`src/rtl/sha2_stream_hasher.sv`:
```
// Streaming SHA-224/SHA-256 engine: byte beats in, internal padding, one round per
// clock, digest held on a valid/ready output until accepted.
module sha2_stream_hasher #(
    parameter int IN_BYTES = 4,
    parameter int LEN_W    = 64
) (
    input  logic                       clk,
    input  logic                       rst,
    input  logic                       enable,
    input  logic                       mode_224,
    input  logic [8*IN_BYTES-1:0]      s_data,
    input  logic [$clog2(IN_BYTES):0]  s_nbytes,
    input  logic                       s_valid,
    input  logic                       s_last,
    output logic                       s_ready,
    output logic [255:0]               hash_out,
    output logic                       hash_valid,
    input  logic                       hash_ready,
    output logic                       busy
);

    localparam int BEAT_W = 8 * IN_BYTES;
    localparam int NBEATS = 64 / IN_BYTES;
    localparam int SH     = $clog2(IN_BYTES);
    localparam int IDX_W  = 6 - SH;

    localparam logic [31:0] IV256 [8] = '{
        32'h6a09e667, 32'hbb67ae85, 32'h3c6ef372, 32'ha54ff53a,
        32'h510e527f, 32'h9b05688c, 32'h1f83d9ab, 32'h5be0cd19};
    localparam logic [31:0] IV224 [8] = '{
        32'hc1059ed8, 32'h367cd507, 32'h3070dd17, 32'hf70e5939,
        32'hffc00b31, 32'h68581511, 32'h64f98fa7, 32'hbefa4fa4};
    localparam logic [31:0] K_TAB [64] = '{
        32'h428a2f98, 32'h71374491, 32'hb5c0fbcf, 32'he9b5dba5, 32'h3956c25b, 32'h59f111f1, 32'h923f82a4, 32'hab1c5ed5,
        32'hd807aa98, 32'h12835b01, 32'h243185be, 32'h550c7dc3, 32'h72be5d74, 32'h80deb1fe, 32'h9bdc06a7, 32'hc19bf174,
        32'he49b69c1, 32'hefbe4786, 32'h0fc19dc6, 32'h240ca1cc, 32'h2de92c6f, 32'h4a7484aa, 32'h5cb0a9dc, 32'h76f988da,
        32'h983e5152, 32'ha831c66d, 32'hb00327c8, 32'hbf597fc7, 32'hc6e00bf3, 32'hd5a79147, 32'h06ca6351, 32'h14292967,
        32'h27b70a85, 32'h2e1b2138, 32'h4d2c6dfc, 32'h53380d13, 32'h650a7354, 32'h766a0abb, 32'h81c2c92e, 32'h92722c85,
        32'ha2bfe8a1, 32'ha81a664b, 32'hc24b8b70, 32'hc76c51a3, 32'hd192e819, 32'hd6990624, 32'hf40e3585, 32'h106aa070,
        32'h19a4c116, 32'h1e376c08, 32'h2748774c, 32'h34b0bcb5, 32'h391c0cb3, 32'h4ed8aa4a, 32'h5b9cca4f, 32'h682e6ff3,
        32'h748f82ee, 32'h78a5636f, 32'h84c87814, 32'h8cc70208, 32'h90befffa, 32'ha4506ceb, 32'hbef9a3f7, 32'hc67178f2};

    typedef enum logic [2:0] {IDLE, LOAD, PAD, COMPRESS, UPDATE, OUT} state_t;

    state_t             state_reg, state_next;
    logic [511:0]       blk_reg;
    logic [6:0]         cnt_reg;
    logic [LEN_W-1:0]   len_reg;
    logic [31:0]        h_reg  [8];
    logic [31:0]        wv_reg [8];
    logic [5:0]         round_reg;
    logic               mode_reg, mark_reg, last_reg, final_reg, run_reg;
    logic [255:0]       hash_out_reg;

    function automatic logic [31:0] rotr(input logic [31:0] x, input int n);
        return (x >> n) | (x << (32 - n));
    endfunction

    // Handshake and status
    logic       accept;
    logic [6:0] add_bytes, cnt_sum;

    assign s_ready    = run_reg & enable & ((state_reg == IDLE) | (state_reg == LOAD));
    assign accept     = s_valid & s_ready;
    assign add_bytes  = s_last ? 7'(s_nbytes) : 7'(IN_BYTES);
    assign cnt_sum    = cnt_reg + add_bytes;
    assign hash_valid = (state_reg == OUT);
    assign hash_out   = hash_out_reg;
    assign busy       = (state_reg != IDLE);

    // Beat insertion: non-last beats are full, so the write slot is cnt/IN_BYTES
    logic [511:0]     load_blk;
    logic [IDX_W-1:0] beat_idx;
    assign beat_idx = cnt_reg[5:SH];

    genvar gi;
    generate
        for (gi = 0; gi < NBEATS; gi++) begin : g_beat
            assign load_blk[511-BEAT_W*gi -: BEAT_W] =
                (beat_idx == IDX_W'(gi)) ? s_data : blk_reg[511-BEAT_W*gi -: BEAT_W];
        end
    endgenerate

    // Padding: marker (once per message), zero fill, length if it still fits
    logic [511:0] pad_blk;
    logic [6:0]   pad_base;
    logic         len_fits;
    logic [63:0]  len64;
    assign pad_base = cnt_reg + {6'd0, ~mark_reg};
    assign len_fits = (pad_base <= 7'd56);
    assign len64    = 64'(len_reg);

    generate
        for (gi = 0; gi < 64; gi++) begin : g_pad
            logic [7:0] fill;
            assign fill = ((7'(gi) == cnt_reg) && !mark_reg) ? 8'h80 : 8'h00;
            if (gi >= 56) begin : g_len
                assign pad_blk[511-8*gi -: 8] = (7'(gi) < cnt_reg) ? blk_reg[511-8*gi -: 8] :
                                                len_fits ? len64[63-8*(gi-56) -: 8] : fill;
            end else begin : g_body
                assign pad_blk[511-8*gi -: 8] = (7'(gi) < cnt_reg) ? blk_reg[511-8*gi -: 8] : fill;
            end
        end
    endgenerate

    // Round datapath; blk_reg doubles as the 16-word rolling schedule
    logic [31:0] w0, w1, w9, w14, w_new, t1, t2, ch, maj;
    logic [31:0] h_sum [8];
    always_comb begin
        w0    = blk_reg[511:480];
        w1    = blk_reg[479:448];
        w9    = blk_reg[511-32*9 -: 32];
        w14   = blk_reg[511-32*14 -: 32];
        w_new = (rotr(w14, 17) ^ rotr(w14, 19) ^ (w14 >> 10)) + w9
              + (rotr(w1, 7) ^ rotr(w1, 18) ^ (w1 >> 3)) + w0;
        ch    = (wv_reg[4] & wv_reg[5]) ^ (~wv_reg[4] & wv_reg[6]);
        maj   = (wv_reg[0] & wv_reg[1]) ^ (wv_reg[0] & wv_reg[2]) ^ (wv_reg[1] & wv_reg[2]);
        t1    = wv_reg[7] + (rotr(wv_reg[4], 6) ^ rotr(wv_reg[4], 11) ^ rotr(wv_reg[4], 25))
              + ch + K_TAB[round_reg] + w0;
        t2    = (rotr(wv_reg[0], 2) ^ rotr(wv_reg[0], 13) ^ rotr(wv_reg[0], 22)) + maj;
        for (int i = 0; i < 8; i++) h_sum[i] = h_reg[i] + wv_reg[i];
    end

    always_comb begin
        state_next = state_reg;
        if (enable) begin
            case (state_reg)
                IDLE, LOAD: if (accept) begin
                    if (cnt_sum == 7'd64) state_next = COMPRESS;
                    else if (s_last)      state_next = PAD;
                    else                  state_next = LOAD;
                end
                PAD:      state_next = COMPRESS;
                COMPRESS: if (round_reg == 6'd63) state_next = UPDATE;
                UPDATE:   state_next = final_reg ? OUT : (last_reg ? PAD : LOAD);
                OUT:      if (hash_ready) state_next = IDLE;
                default:  state_next = IDLE;
            endcase
        end
    end

    always_ff @(posedge clk or posedge rst) begin
        if (rst) begin
            state_reg    <= IDLE;
            blk_reg      <= '0;
            cnt_reg      <= '0;
            len_reg      <= '0;
            round_reg    <= '0;
            mode_reg     <= 1'b0;
            mark_reg     <= 1'b0;
            last_reg     <= 1'b0;
            final_reg    <= 1'b0;
            run_reg      <= 1'b0;
            hash_out_reg <= '0;
            for (int i = 0; i < 8; i++) begin
                h_reg[i]  <= '0;
                wv_reg[i] <= '0;
            end
        end else if (enable) begin
            run_reg   <= 1'b1;
            state_reg <= state_next;
            case (state_reg)
                IDLE, LOAD: if (accept) begin
                    blk_reg  <= load_blk;
                    cnt_reg  <= cnt_sum;
                    last_reg <= s_last;
                    len_reg  <= (state_reg == IDLE ? '0 : len_reg) + LEN_W'({add_bytes, 3'b000});
                    if (state_reg == IDLE) begin
                        mode_reg  <= mode_224;
                        mark_reg  <= 1'b0;
                        final_reg <= 1'b0;
                        for (int i = 0; i < 8; i++) begin
                            h_reg[i]  <= mode_224 ? IV224[i] : IV256[i];
                            wv_reg[i] <= mode_224 ? IV224[i] : IV256[i];
                        end
                    end
                end
                PAD: begin
                    blk_reg   <= pad_blk;
                    mark_reg  <= 1'b1;
                    final_reg <= len_fits;
                end
                COMPRESS: begin
                    blk_reg   <= {blk_reg[479:0], w_new};
                    round_reg <= round_reg + 6'd1;
                    wv_reg[7] <= wv_reg[6];
                    wv_reg[6] <= wv_reg[5];
                    wv_reg[5] <= wv_reg[4];
                    wv_reg[4] <= wv_reg[3] + t1;
                    wv_reg[3] <= wv_reg[2];
                    wv_reg[2] <= wv_reg[1];
                    wv_reg[1] <= wv_reg[0];
                    wv_reg[0] <= t1 + t2;
                end
                UPDATE: begin
                    blk_reg <= '0;
                    cnt_reg <= '0;
                    for (int i = 0; i < 8; i++) begin
                        h_reg[i]  <= h_sum[i];
                        wv_reg[i] <= h_sum[i];
                    end
                    if (final_reg)
                        hash_out_reg <= {h_sum[0], h_sum[1], h_sum[2], h_sum[3], h_sum[4],
                                         h_sum[5], h_sum[6], mode_reg ? 32'h0 : h_sum[7]};
                end
                default: ;
            endcase
        end
    end

endmodule

```
`config.mk`:
```
export PLATFORM = sky130hd
export DESIGN_NAME = sha2_stream_hasher
export DESIGN_NICKNAME = d
export VERILOG_FILES = /design/src/rtl/sha2_stream_hasher.sv
export SDC_FILE = /design/constraint.sdc
export NUM_CORES = 2
export LEC_CHECK = 0
export ABC_AREA = 1
export CORE_AREA = 2 2 480 482
export CTS_BUF_LIST = sky130_fd_sc_hd__clkbuf_4
export CTS_CLUSTER_DIAMETER = 120
export CTS_CLUSTER_SIZE = 30
export DETAILED_ROUTE_END_ITERATION = 12
export DIE_AREA = 0 0 482 484
export PLACE_DENSITY_LB_ADDON = 0.15
export SLEW_MARGIN = 5
export SYNTH_ARGS = -nofsm -noshare
export SYNTH_HDL_FRONTEND = slang
export SYNTH_SLANG_ARGS = --single-unit
```
`constraint.sdc`:
```
create_clock -name clk -period 57.9 [get_ports clk]
set_input_delay 8.685 -clock clk [delete_from_list [all_inputs] [get_ports clk]]
set_output_delay 8.685 -clock clk [all_outputs]
set_load 0.02 [all_outputs]
```
==> flow_metrics.py <==
metrics = {
    "outcome": {
        "status": "finished clean",
    },
    "setup_path": {
        "slowest_delay_ps": 690,
        "cp.depth": 4,
        "worst-path-max-fanout": 6,
        "crit_path_top_delay_cell": "clkdlybuf4s50_1",
        "cp_cell_sequence": "clkdlybuf4s50_1 -> nand2_1 -> nor2_4 -> clkdlybuf4s50_1",
        "cp-start-kind": "input pin",
        "critPathTopFamily": "buffers and inverters",
        "path_buf_inv": 2,
        "crit_required_ps": 49220,
        "r2r_setup_slack_ps": 48310,
        "cp_common_cell": "clkdlybuf4s50_1",
        "reg2reg_depth": 31,
        "path_class": "input pin to output pin",
        "crit_arrival_ps": 10320,
        "crit_path_end_kind": "output pin",
    },
    "cts": {
        "h-tree-depth": 2,
        "cts_setup_buffers": 0,
        "clock_sinks": 1362,
        "clk_pin_slew_ps": 290,
        "cts_resized": 0,
        "cts_made_buffers": 59,
        "cts_tree": "yes",
        "cts_root_buf": "clkbuf_4",
        "cts.path.max_buffers": 3,
        "clk_latency_ps": 1440,
        "postCtsHoldBufs": 0,
    },
    "floorplan": {
        "initial_utilization_pct": 39.77,
        "row_count": 176,
        "core-area_sq_um": 228600,
        "die_w_microns": 482,
        "dieArea_sq_um": 233300,
        "ioPinCount": 301,
        "die_h_microns": 484,
    },
    "timing": {
        "relSlewSlack_pct": 4.477,
        "finalHoldViolCount": 0,
        "clock_skew_ps": 148.9,
        "rsz0062_at_grt": "false",
        "maxSlewViolCount": 0,
        "fin_crit_ps": 19000,
        "setup_viol": 0,
        "worst_slew_pin_slew_ps": 1414,
        "finalSetupTns_ps": 0,
        "fin_crit_sh_pct": 32.82,
        "max_freq_mhz": 52.62,
        "layout_setup_ws_ps": 38900,
    },
    "grt": {
        "grt_pass1_vias": 82340,
        "antenna_found_initial": 14,
        "grt_pass1_wl_microns": 588500,
        "met3_usage_pct": 4.265,
        "gr-usage-met1_pct": 45.69,
        "grt_max_degree": 162,
        "grt_overflow": 0,
        "grt-busiest-layer": "met2",
        "grt_use_met2_pct": 55.27,
        "grt_use_total_pct": 34.37,
    },
    "synth": {
        "netlist_area_sq_um": 90910,
        "synth_cell_type_count": 78,
        "syn_area_per_cell_sq_um": 7.617,
        "yosysSeqAreaShare_pct": 37.49,
        "synthCells": 11940,
        "syn_nets": 12580,
        "ys_ff_latch": 1362,
        "synth_edf_count": 0,
        "synthFlopType": "dfrtp_1",
        "yosysWarnings": 0,
        "async_reset_ff_share_pct": 100.0,
    },
    "run": {
        "maxCapViolCount": 0,
    },
    "placement": {
        "hpwl_microns": 317500,
        "gp_congestion": 1.016,
        "preCtsSetupSlack_ps": 38950,
        "io_buffer_count": 300,
    },
    "detailed_routing": {
        "vias_per_cell": 5.696,
        "wire_per_inst_microns": 27.34,
        "drtPass1Iterations": 9,
        "vias": 85280,
        "drc_errors": 0,
        "drt_iter0_drc": 8166,
        "antenna_left": 0,
        "routed_wl_microns": 409300,
    },
    "worst_hold_path": {
        "hp-class": "register to register",
        "hold_depth": 2,
    },
    "finish": {
        "final_common_cell": "nand2_1",
        "layout.nets": 12560,
        "syn_to_final_growth_pct": 7.362,
        "multi_input_area_sq_um": 49710,
        "largest_reg_flops": 512,
        "drive_above_1_share_pct": 4.205,
        "seq_area_sq_um": 34080,
        "final_cell_mix": "nand2_1, dfrtp_1, inv_1",
        "fillers": 23700,
    },
}
==> layer usage <==
metal  vias to the layer above  share of wire, %
met5                         -              0.10
met4                        26               5.9
li1                      39310                 -
met2                      3100                46
met1                     42160                42
met3                       683               6.0
==> cells in the mapped netlist, types with 10 or more instances <==
cell       instances  area (sq um)
a211oi_1          14         105.1
a21boi_0          28         210.2
a21o_1            37         277.8
a21oi_1          807          4039
a21oi_2           16         140.1
a221oi_1          14         122.6
a22o_1            19         166.4
a22oi_1           58         435.4
a2bb2oi_1         88         770.7
a31oi_1          345          2158
a32oi_1           24         210.2
and3_1            10         62.56
buf_1             40         150.1
buf_2            113         565.5
clkbuf_1         368          1381
dfrtp_1         1362         34080
fa_1             197          3944
ha_1             406          5080
inv_1           1304          4895
inv_2             35         131.4
maj3_1            14         140.1
mux2_2            19         214.0
nand2_1         2823         10600
nand3_1          527          2638
nand3b_1          40         300.3
nand4_1          106         663.1
nor2_1          1097          4118
nor2_2            30         187.7
nor2_4            13         146.4
nor3_1           131         655.6
nor4_1            29         181.4
o2111ai_1         32         280.3
o211ai_1          50         375.4
o21a_1            23         172.7
o21ai_0          881          4409
o21ai_1           13         65.06
o21bai_1          29         217.7
o221ai_1          34         297.8
o22ai_1           67         419.2
o31ai_1           10         75.07
or2_2            104         650.6
xnor2_1          197          1725
xor2_1           292          2557
==> worst paths after layout <==
check | start | end
min in group asynchronous | rst | blk_reg[205]
max reg2reg | round_reg[1] | wv_reg[255]
min | blk_reg[381] | blk_reg[381]
max | enable | s_ready
max in group asynchronous | rst | h_reg[109]
min reg2reg | blk_reg[381] | blk_reg[381]
==> cell type report <==
type | instances | area share, %
repair buffers | 441 | 4.174
clock inverters | 25 | 0.3910
flip-flops and latches | 1362 | 34.92
well taps | 3026 | 3.879
clock buffers | 63 | 0.4846
diodes | 8 | 0.02051
inverters | 1341 | 5.195
multi-input cells | 8705 | 50.93
==> cell families (layout without fill, tap and decap cells) <==
kind of cell | after synthesis | in the layout | synth area share (%)
buf+inv | 1868 | 1870 | 7.896
compound gates | 2632 | 2632 | 16.92
simple gates | 4943 | 4943 | 22.61
fa+ha+maj | 617 | 617 | 10.08
flops | 1362 | 1362 | 37.49
xor+xnor | 489 | 489 | 4.711
other cells | 0 | 8 | 0
mux | 24 | 24 | 0.2904
==> tightest hold or removal path, cell delays in order, from the launching register on <==
cell	delay, ps
dfrtp_1	410
nand2_1	50
nand2_1	50
==> metrics by stage <==
step / cell area (sq um) / util (%) / std cells / hold WS, ps
final: 97600 / 42.70 / 14970 / 514.8
after global routing: 97590 / 42.70 / 14970 / 514.6
after CTS: 97580 / 42.69 / 14960 / 515.4
after detailed placement: 96720 / 42.31 / 14880 / 456.9
after global placement: 96720 / 42.31 / 14880 / 459.2
after floorplan: 90910 / - / 11940 / 439.4
Power is not shown: default switching activity piles up to over one toggle a cycle in this logic, so the estimate is an artifact.
